## src/rtl/ram_dp_be.sv

```systemverilog
// ram_dp_be -- simple dual-port synchronous RAM with per-byte write enables.
//
// One write port and one read port share a single clock. The read port has a
// latency of one cycle, or two when OUT_REG=1, and accepts one read per cycle.
// RDW_MODE chooses what a read returns when it hits the word being written on
// the same edge: 0 returns the old word, 1 returns the merged word. With
// CLEAR_ON_RST=1, every reset starts a sweep that zeroes the whole array. The
// sweep takes 2**ADDR_WIDTH cycles and all requests are ignored while it runs.
//
// Ports
//   clk       clock, all logic on posedge
//   rst_n     synchronous active-low reset
//   wr_en     write request
//   wr_addr   write address
//   wr_data   write data
//   wr_be     byte enables, bit i covers wr_data[8i+7:8i]
//   rd_en     read request
//   rd_addr   read address
//   rd_data   read data, holds its last value while rd_valid=0
//   rd_valid  one-cycle pulse per accepted read
//   busy      high while the clear sweep runs

module ram_dp_be #(
    parameter int DATA_WIDTH   = 16,
    parameter int ADDR_WIDTH   = 8,
    parameter     INIT_FILE    = "",
    parameter int RDW_MODE     = 0,
    parameter int OUT_REG      = 0,
    parameter int CLEAR_ON_RST = 1
) (
    input  logic                    clk,
    input  logic                    rst_n,
    input  logic                    wr_en,
    input  logic [ADDR_WIDTH-1:0]   wr_addr,
    input  logic [DATA_WIDTH-1:0]   wr_data,
    input  logic [DATA_WIDTH/8-1:0] wr_be,
    input  logic                    rd_en,
    input  logic [ADDR_WIDTH-1:0]   rd_addr,
    output logic [DATA_WIDTH-1:0]   rd_data,
    output logic                    rd_valid,
    output logic                    busy
);

    localparam int BE_W  = DATA_WIDTH / 8;
    localparam int DEPTH = 1 << ADDR_WIDTH;

    typedef enum logic {
        CLEAR = 1'b0,
        READY = 1'b1
    } state_t;

    state_t                  state;
    logic [ADDR_WIDTH-1:0]   clr_addr;
    logic [DATA_WIDTH-1:0]   mem [DEPTH];

    logic [DATA_WIDTH-1:0]   rd_word;
    logic                    valid_s1;
    logic [DATA_WIDTH-1:0]   data_s1;
    logic                    valid_s2;
    logic [DATA_WIDTH-1:0]   data_s2;

    logic                    accept_wr;
    logic                    accept_rd;

    // Requests are only honoured once the sweep is over and reset is released.
    assign accept_wr = rst_n && (state == READY) && wr_en;
    assign accept_rd = rst_n && (state == READY) && rd_en;

    // NOTE: the array has no reset branch, so it maps onto block RAM. It is
    // cleared by the sweep one word per cycle, and it is not written at all
    // while rst_n is low.
    always_ff @(posedge clk) begin
        if (rst_n && (state == CLEAR)) begin
            mem[clr_addr] <= '0;
        end else if (accept_wr) begin
            for (int i = 0; i < BE_W; i++) begin
                if (wr_be[i]) begin
                    mem[wr_addr][8*i +: 8] <= wr_data[8*i +: 8];
                end
            end
        end
    end

    // In RDW_MODE=1, a read that hits the word being written returns the
    // enabled bytes of wr_data and the stored value of the other bytes.
    // NOTE: rd_word gets a default before any conditional update, so this
    // block cannot infer a latch.
    always_comb begin
        rd_word = mem[rd_addr];
        if ((RDW_MODE != 0) && accept_wr && (wr_addr == rd_addr)) begin
            for (int i = 0; i < BE_W; i++) begin
                if (wr_be[i]) begin
                    rd_word[8*i +: 8] = wr_data[8*i +: 8];
                end
            end
        end
    end

    // NOTE: all sequential state uses non-blocking assignments, so each
    // register samples the values that held before the edge.
    always_ff @(posedge clk) begin
        if (!rst_n) begin
            state    <= (CLEAR_ON_RST != 0) ? CLEAR : READY;
            clr_addr <= '0;
            valid_s1 <= 1'b0;
            data_s1  <= '0;
            valid_s2 <= 1'b0;
            data_s2  <= '0;
        end else begin
            case (state)
                CLEAR: begin
                    clr_addr <= clr_addr + 1'b1;
                    if (clr_addr == {ADDR_WIDTH{1'b1}}) begin
                        state <= READY;
                    end
                end
                default: state <= READY;
            endcase

            // Data registers load only on an accepted read, so rd_data keeps
            // its value between reads.
            valid_s1 <= accept_rd;
            if (accept_rd) begin
                data_s1 <= rd_word;
            end

            valid_s2 <= valid_s1;
            if (valid_s1) begin
                data_s2 <= data_s1;
            end
        end
    end

    assign rd_valid = (OUT_REG != 0) ? valid_s2 : valid_s1;
    assign rd_data  = (OUT_REG != 0) ? data_s2  : data_s1;
    assign busy     = (state == CLEAR);

endmodule

```

## config.mk

```make
export PLATFORM = sky130hd
export DESIGN_NAME = ram_dp_be
export DESIGN_NICKNAME = d
export VERILOG_FILES = /design/src/rtl/ram_dp_be.sv
export SDC_FILE = /design/constraint.sdc
export NUM_CORES = 2
export LEC_CHECK = 0
export BUFFER_PORTS_ARGS = -buffer_cell sky130_fd_sc_hd__buf_4
export CORE_MARGIN = 2
export CORE_UTILIZATION = 50
export CTS_BUF_LIST = sky130_fd_sc_hd__clkbuf_16
export DETAILED_ROUTE_END_ITERATION = 6
export PLACE_DENSITY = 0.65
export SLEW_MARGIN = 20
export SYNTH_ARGS = -nofsm -noshare
export SYNTH_HDL_FRONTEND = slang
export SYNTH_SLANG_ARGS = --single-unit
```

## constraint.sdc

```tcl
create_clock -name clk -period 13.95 [get_ports clk]
set_input_delay 0.6975 -clock clk [delete_from_list [all_inputs] [get_ports clk]]
set_output_delay 0.6975 -clock clk [all_outputs]
set_load 0.005 [all_outputs]
```

=== Word-level counts from Yosys, hierarchy flattened ===
Memory sizes are Yosys's and may differ from the RTL's. A register that Yosys moved wholly into a read port is not among the register bits.
Index checks and enable logic that the tools add are counted.

* Output and inout bits: 18
* Bits in latches: 0
* Bits in read-only memories: 0
* Bits in writable memories: 4096
* Memories kept: 1
* Logic and storage cells: 28
* Input bits: 38
* Register bits: 10

* Multipliers: 0
* Shifts and indexed selects: 0
* Bitwise logic cells: 1
* Equality and inequality tests: 1
* Multiplexer cells: 15
* $add $sub $neg: 1
* Reduce and logical (&&, ||, !) cells: 6
* Divide/modulo/power cells: 0
* Order comparisons: 0

{| class="wikitable"
|+ Memory list
! memory !! words !! bits a word !! read ports !! clocked after Yosys merged registers in !! wr ports !! line !! source
|-
| mem || 256 || 16 || 1 || 1 || 1 || 54 || <nowiki>logic [DATA_WIDTH-1:0] mem [DEPTH];</nowiki>
|}

{| class="wikitable"
|+ Operators by type and width
! cell !! count
|-
| two-way mux 16 bit || 1
|-
| OR reduction 16 bit || 1
|-
| two-way mux 1 bit || 12
|-
| adder 8 x 1 -> 8 bit (second input constant) || 1
|-
| equality test 8 bit (second input constant) || 1
|-
| two-way mux 8 bit || 1
|-
| logical AND 1 bit || 4
|-
| two-way mux 2 bit || 1
|-
| logical NOT 1 bit || 1
|-
| NOT 1 bit || 1
|}

=== Longest topological paths before layout ===
* Depth in word-level cells: 7
* Depth in mapped cells: 12
* Depth with buffers taken out: 7

=== Worst setup path before layout ===
OpenSTA, ideal clock, no wires.

* Path type: in2reg
* From: in rst_n
* To: mem mem[0][10], data pin
* Buffers on the path: 4
* Data arrival time: 5.014 ns
* Stages on the path: 6
* Path slack: 8.066 ns
* Setup time: 0.870 ns
* Required time: 13.080 ns
* Cells stage by stage: buf_2 o2111a_1 clkbuf_1 clkbuf_1 clkbuf_1 and2_1

* Longest elaborated chain between the ends: 7
* Elaborated cells between the ends (all ways): 11
* Those cells by class: mux: 7; reduce/logical: 4

{| class="wikitable"
|+ RTL lines
! what !! line !! source
|-
| start, declared || 32 || <nowiki>input logic rst_n,</nowiki>
|-
| logical AND 1 bit (2 in series) || 66 || <nowiki>assign accept_wr = rst_n && (state == READY) && wr_en;</nowiki>
|-
| two-way mux 1 bit || 75 || <nowiki>end else if (accept_wr) begin</nowiki>
|-
| two-way mux 1 bit || 73 || <nowiki>if (rst_n && (state == CLEAR)) begin</nowiki>
|-
| two-way mux 1 bit (implied by the code) || 78 || <nowiki>mem[wr_addr][8*i +: 8] <= wr_data[8*i +: 8];</nowiki>
|-
| OR reduction 16 bit (no source line) * || n/a ||
|-
| two-way mux 16 bit (no source line) * || n/a ||
|-
| end, declared || 54 ||
|}

Every way passes the cells marked *; elsewhere a longest branch is shown, timed or not.

==> results.toml <==
[run_status]
result_of_the_run = "completed"

[grt]
grt_first_pass_wirelength_um = 622000
initial_antenna_violation_count = 21
grt_usage_pct = 27.0
grt_pass1_vias = 81200
grt_start_max_net_pins = 257
grt_overflow_total = 0

[power]
power_density_nw_per_um2 = 140
leakagePower_nw = 64.6
peak_supply_drop_v = 0.000120
post-layout-total-power_mw = 25.0

[cts]
cts_root_buf = "clkbuf_16"
holdBufCountCts = 0
cts_made_buffers = 410
cts-resized-gates = 0
tritoncts = "yes"
post-cts-setup-buffers = 0
tritoncts_num_sinks = 4122
clock_path_buffers = 4
clk_transition_reported_paths_ns = 0.06
worst_skew_pair.late_latency_ns = 0.98
cts_max_level = 5

[synth]
syn-num-nets = 7956
fraction_of_synthesized_cell_area_in_xor_and_xnor_cells_pct = 0.0381
netlist.top_cell.by_area = "edfxtp_1"
post_synth_instance_area_sq_um = 161000
yosys.area_share.adder_pct = 0.00777
ys_seq_area_share_pct = 76.7
synthesized_area_per_cell_sq_um = 20.3
synthesized_flop_and_latch_total = 4122
yosysWarningCount = 0
dominantRegCellSynth = "edfxtp_1"
synth_enable_flop_cells = 4096
dominant_combinational_cell_family_by_area_after_synthesis = "multiplexers"
yosys-top-cells-area = "edfxtp_1, mux4_2, mux2i_1"
syn_inst = 7917
synth_compound_area_share_pct = 3.66
ys_async_sr_fraction_pct = 0
synth_simple_gate_area_share_pct = 2.94
netlist-cell-type-count = 86
yosys.area.top_type_share_pct = 76.4
mux_cell_area_share_after_synthesis_pct = 14.7

[timing]
drv_slew = 0
transition_time_of_the_tightest_slew_check_pin_ns = 1.20
clock_skew_ns = 0.0843
setup-violations-final = 0
rsz0062_at_grt = "no"
layout_min_cycle_time_ns = 5.01
slew-limit-headroom_pct = 19.1
finalCritPeriodShare_pct = 35.9
tns_ns = 0
report.final.hold_viol_count = 0
max_clk_rate_mhz = 199

[route]
drtPass1Iterations = 6
wire_per_inst_um = 34.9
drt-total-wl_um = 444000
route.detailed.vias_per_inst = 6.52
vias = 83000
drtIter0Drc = 11600
drc_errors = 0
ant_nets = 0

[worst_setup_path]
worst_ep_required_time_ns = 14.76
critPathCaptureType = "register"
path_class = "in2reg"
slowest_delay_ns = 1.00
cp_cell_sequence = "buf_8 > buf_4 > buf_4 > buf_4 > nor2_4 > buf_4 > a22o_1 > a221oi_1 > o22ai_1 > o21ai_0 > or3b_1"
crit_path_max_fanout = 44
critical_path.n_buffers_inverters = 5
timing.critical_path.arrival_ns = 5.83
timing.critical_path.slowest_stage_cell = "o21ai_0"
critPathTopFamily = "buffers and inverters"
crit_path_frequent_cell = "buf_4"
critical_path.startpoint_type = "input port"

[floorplan]
floorplan.core_area_sq_um = 321000
start_util_pct = 50.2
die_area_sq_um = 327000
core.rowCount = 208
die_height_um = 571
die_width_um = 571
top_level_ports = 56

[place]
gpl_wtd_cong = 0.880
numPlacedInstances = 12000
place_hpwl_um = 263000
io_buffer_count = 55

[cells_and_area]
final.fill_count = 23900
nets_finish = 8112
drive_gt1_share_pct = 20.1
multi_input_gate_area_sq_um = 34700
layout_common_cells = "edfxtp_1, mux4_2, nor2_1"
mostFrequentLayoutCell = "edfxtp_1"
layout-area-overhead-vs-synth_pct = 11.1
stdcell_count = 12700
seqCellArea_sq_um = 124000

[hold_path]
hold_path.class = "in2reg"

[job]
maxCapViolations = 0
[state kept, by name, summed over array words and instances (netlist names)]
register and cells:
mem 4096, rd_data 16, clr_addr 8, state 1
rd_valid 1
[logic make-up (layout without fill, tap and decap cells)]
logic type | Yosys count | after routing
compound gates | 826 | 826
xor+xnor | 7 | 7
fa+ha+maj | 1 | 1
buf+inv | 498 | 988
flops | 4122 | 4122
mux | 1366 | 1366
other cells | 0 | 14
simple gates | 1097 | 1097
[through the flow]
step                setup WS [ns]  util (%)  cell area [sq um]  hold slack [ns]
finish                       8.94      55.8             179000            0.102
global route                 8.66      55.8             179000           0.0735
CTS                          9.07      55.7             179000           0.0384
detailed placement           8.08      51.7             166000            0.595
global placement             7.84      51.7             166000            0.568
floorplan                    8.07         -             161000            0.495
[worst paths after layout]
| kind | from | end | slack, ns | cells past startpoint |
|---|---|---|---|---|
| worst max-delay path | rd_addr[2] | rd_data[9]$_SDFFE_PN0P_ | 8.94 | 11 |
| worst min-delay path | rd_en | rd_valid$_SDFF_PN0_ | 0.10 | 2 |
| worst max register to register | state$_SDFF_PN0_ | mem[130][0]$_DFFE_PP_ | 9.45 | 8 |
| worst min register to register | clr_addr[1]$_SDFFE_PN0N_ | clr_addr[1]$_SDFFE_PN0N_ | 0.60 | 2 |
[power breakdown]
part / internal (mW) / switching, mW / total [mW]
clock: 6.06 / 4.69 / 10.8
sequential: 13.4 / 0.00307 / 13.4
combinational: 0.261 / 0.557 / 0.818
total: 19.7 / 5.25 / 25.0
[area by class of cell]
class	count	area share, %
well taps	4305	3.01
inverters	7	0.0231
multi-input cells	3297	19.4
diodes	14	0.0196
repair buffers	235	1.18
clock inverters	333	1.50
clock buffers	413	5.78
flip-flops and latches	4122	69.1
[cells in the mapped netlist (7+ instances only)]
| library cell | n |
|---|---|
| and3_1 | 8 |
| nand3b_1 | 16 |
| a22oi_1 | 43 |
| a21oi_1 | 133 |
| a32oi_1 | 14 |
| nand2b_1 | 8 |
| edfxtp_1 | 4096 |
| mux4_2 | 792 |
| nor3_1 | 42 |
| buf_8 | 19 |
| and2_1 | 37 |
| o21ai_0 | 78 |
| nor2b_1 | 16 |
| mux2_2 | 25 |
| clkbuf_1 | 206 |
| nand2_1 | 209 |
| o221ai_1 | 164 |
| or3_1 | 9 |
| o22ai_1 | 149 |
| a211oi_1 | 21 |
| nand4_1 | 29 |
| buf_4 | 47 |
| a31oi_1 | 34 |
| nor4_1 | 16 |
| o32ai_1 | 8 |
| nand3_1 | 89 |
| o31ai_1 | 9 |
| a221oi_1 | 47 |
| mux4_1 | 7 |
| dfxtp_1 | 26 |
| nor2_1 | 597 |
| a2111oi_0 | 13 |
| mux2i_1 | 540 |
| buf_6 | 75 |
| buf_1 | 16 |
| o211ai_1 | 9 |
| buf_2 | 123 |
| a311oi_1 | 9 |
| a22o_1 | 28 |
[routing by layer]
metal  vias up  track usage, %  wire (um)
li1      33300               -          -
met3       910            6.21      47100
met1     44000            37.2     168000
met4        18            11.7      21500
met5         -           0.191        204
met2      4671            41.4     207000
No activity file was read; power rests on OpenSTA's default activity.
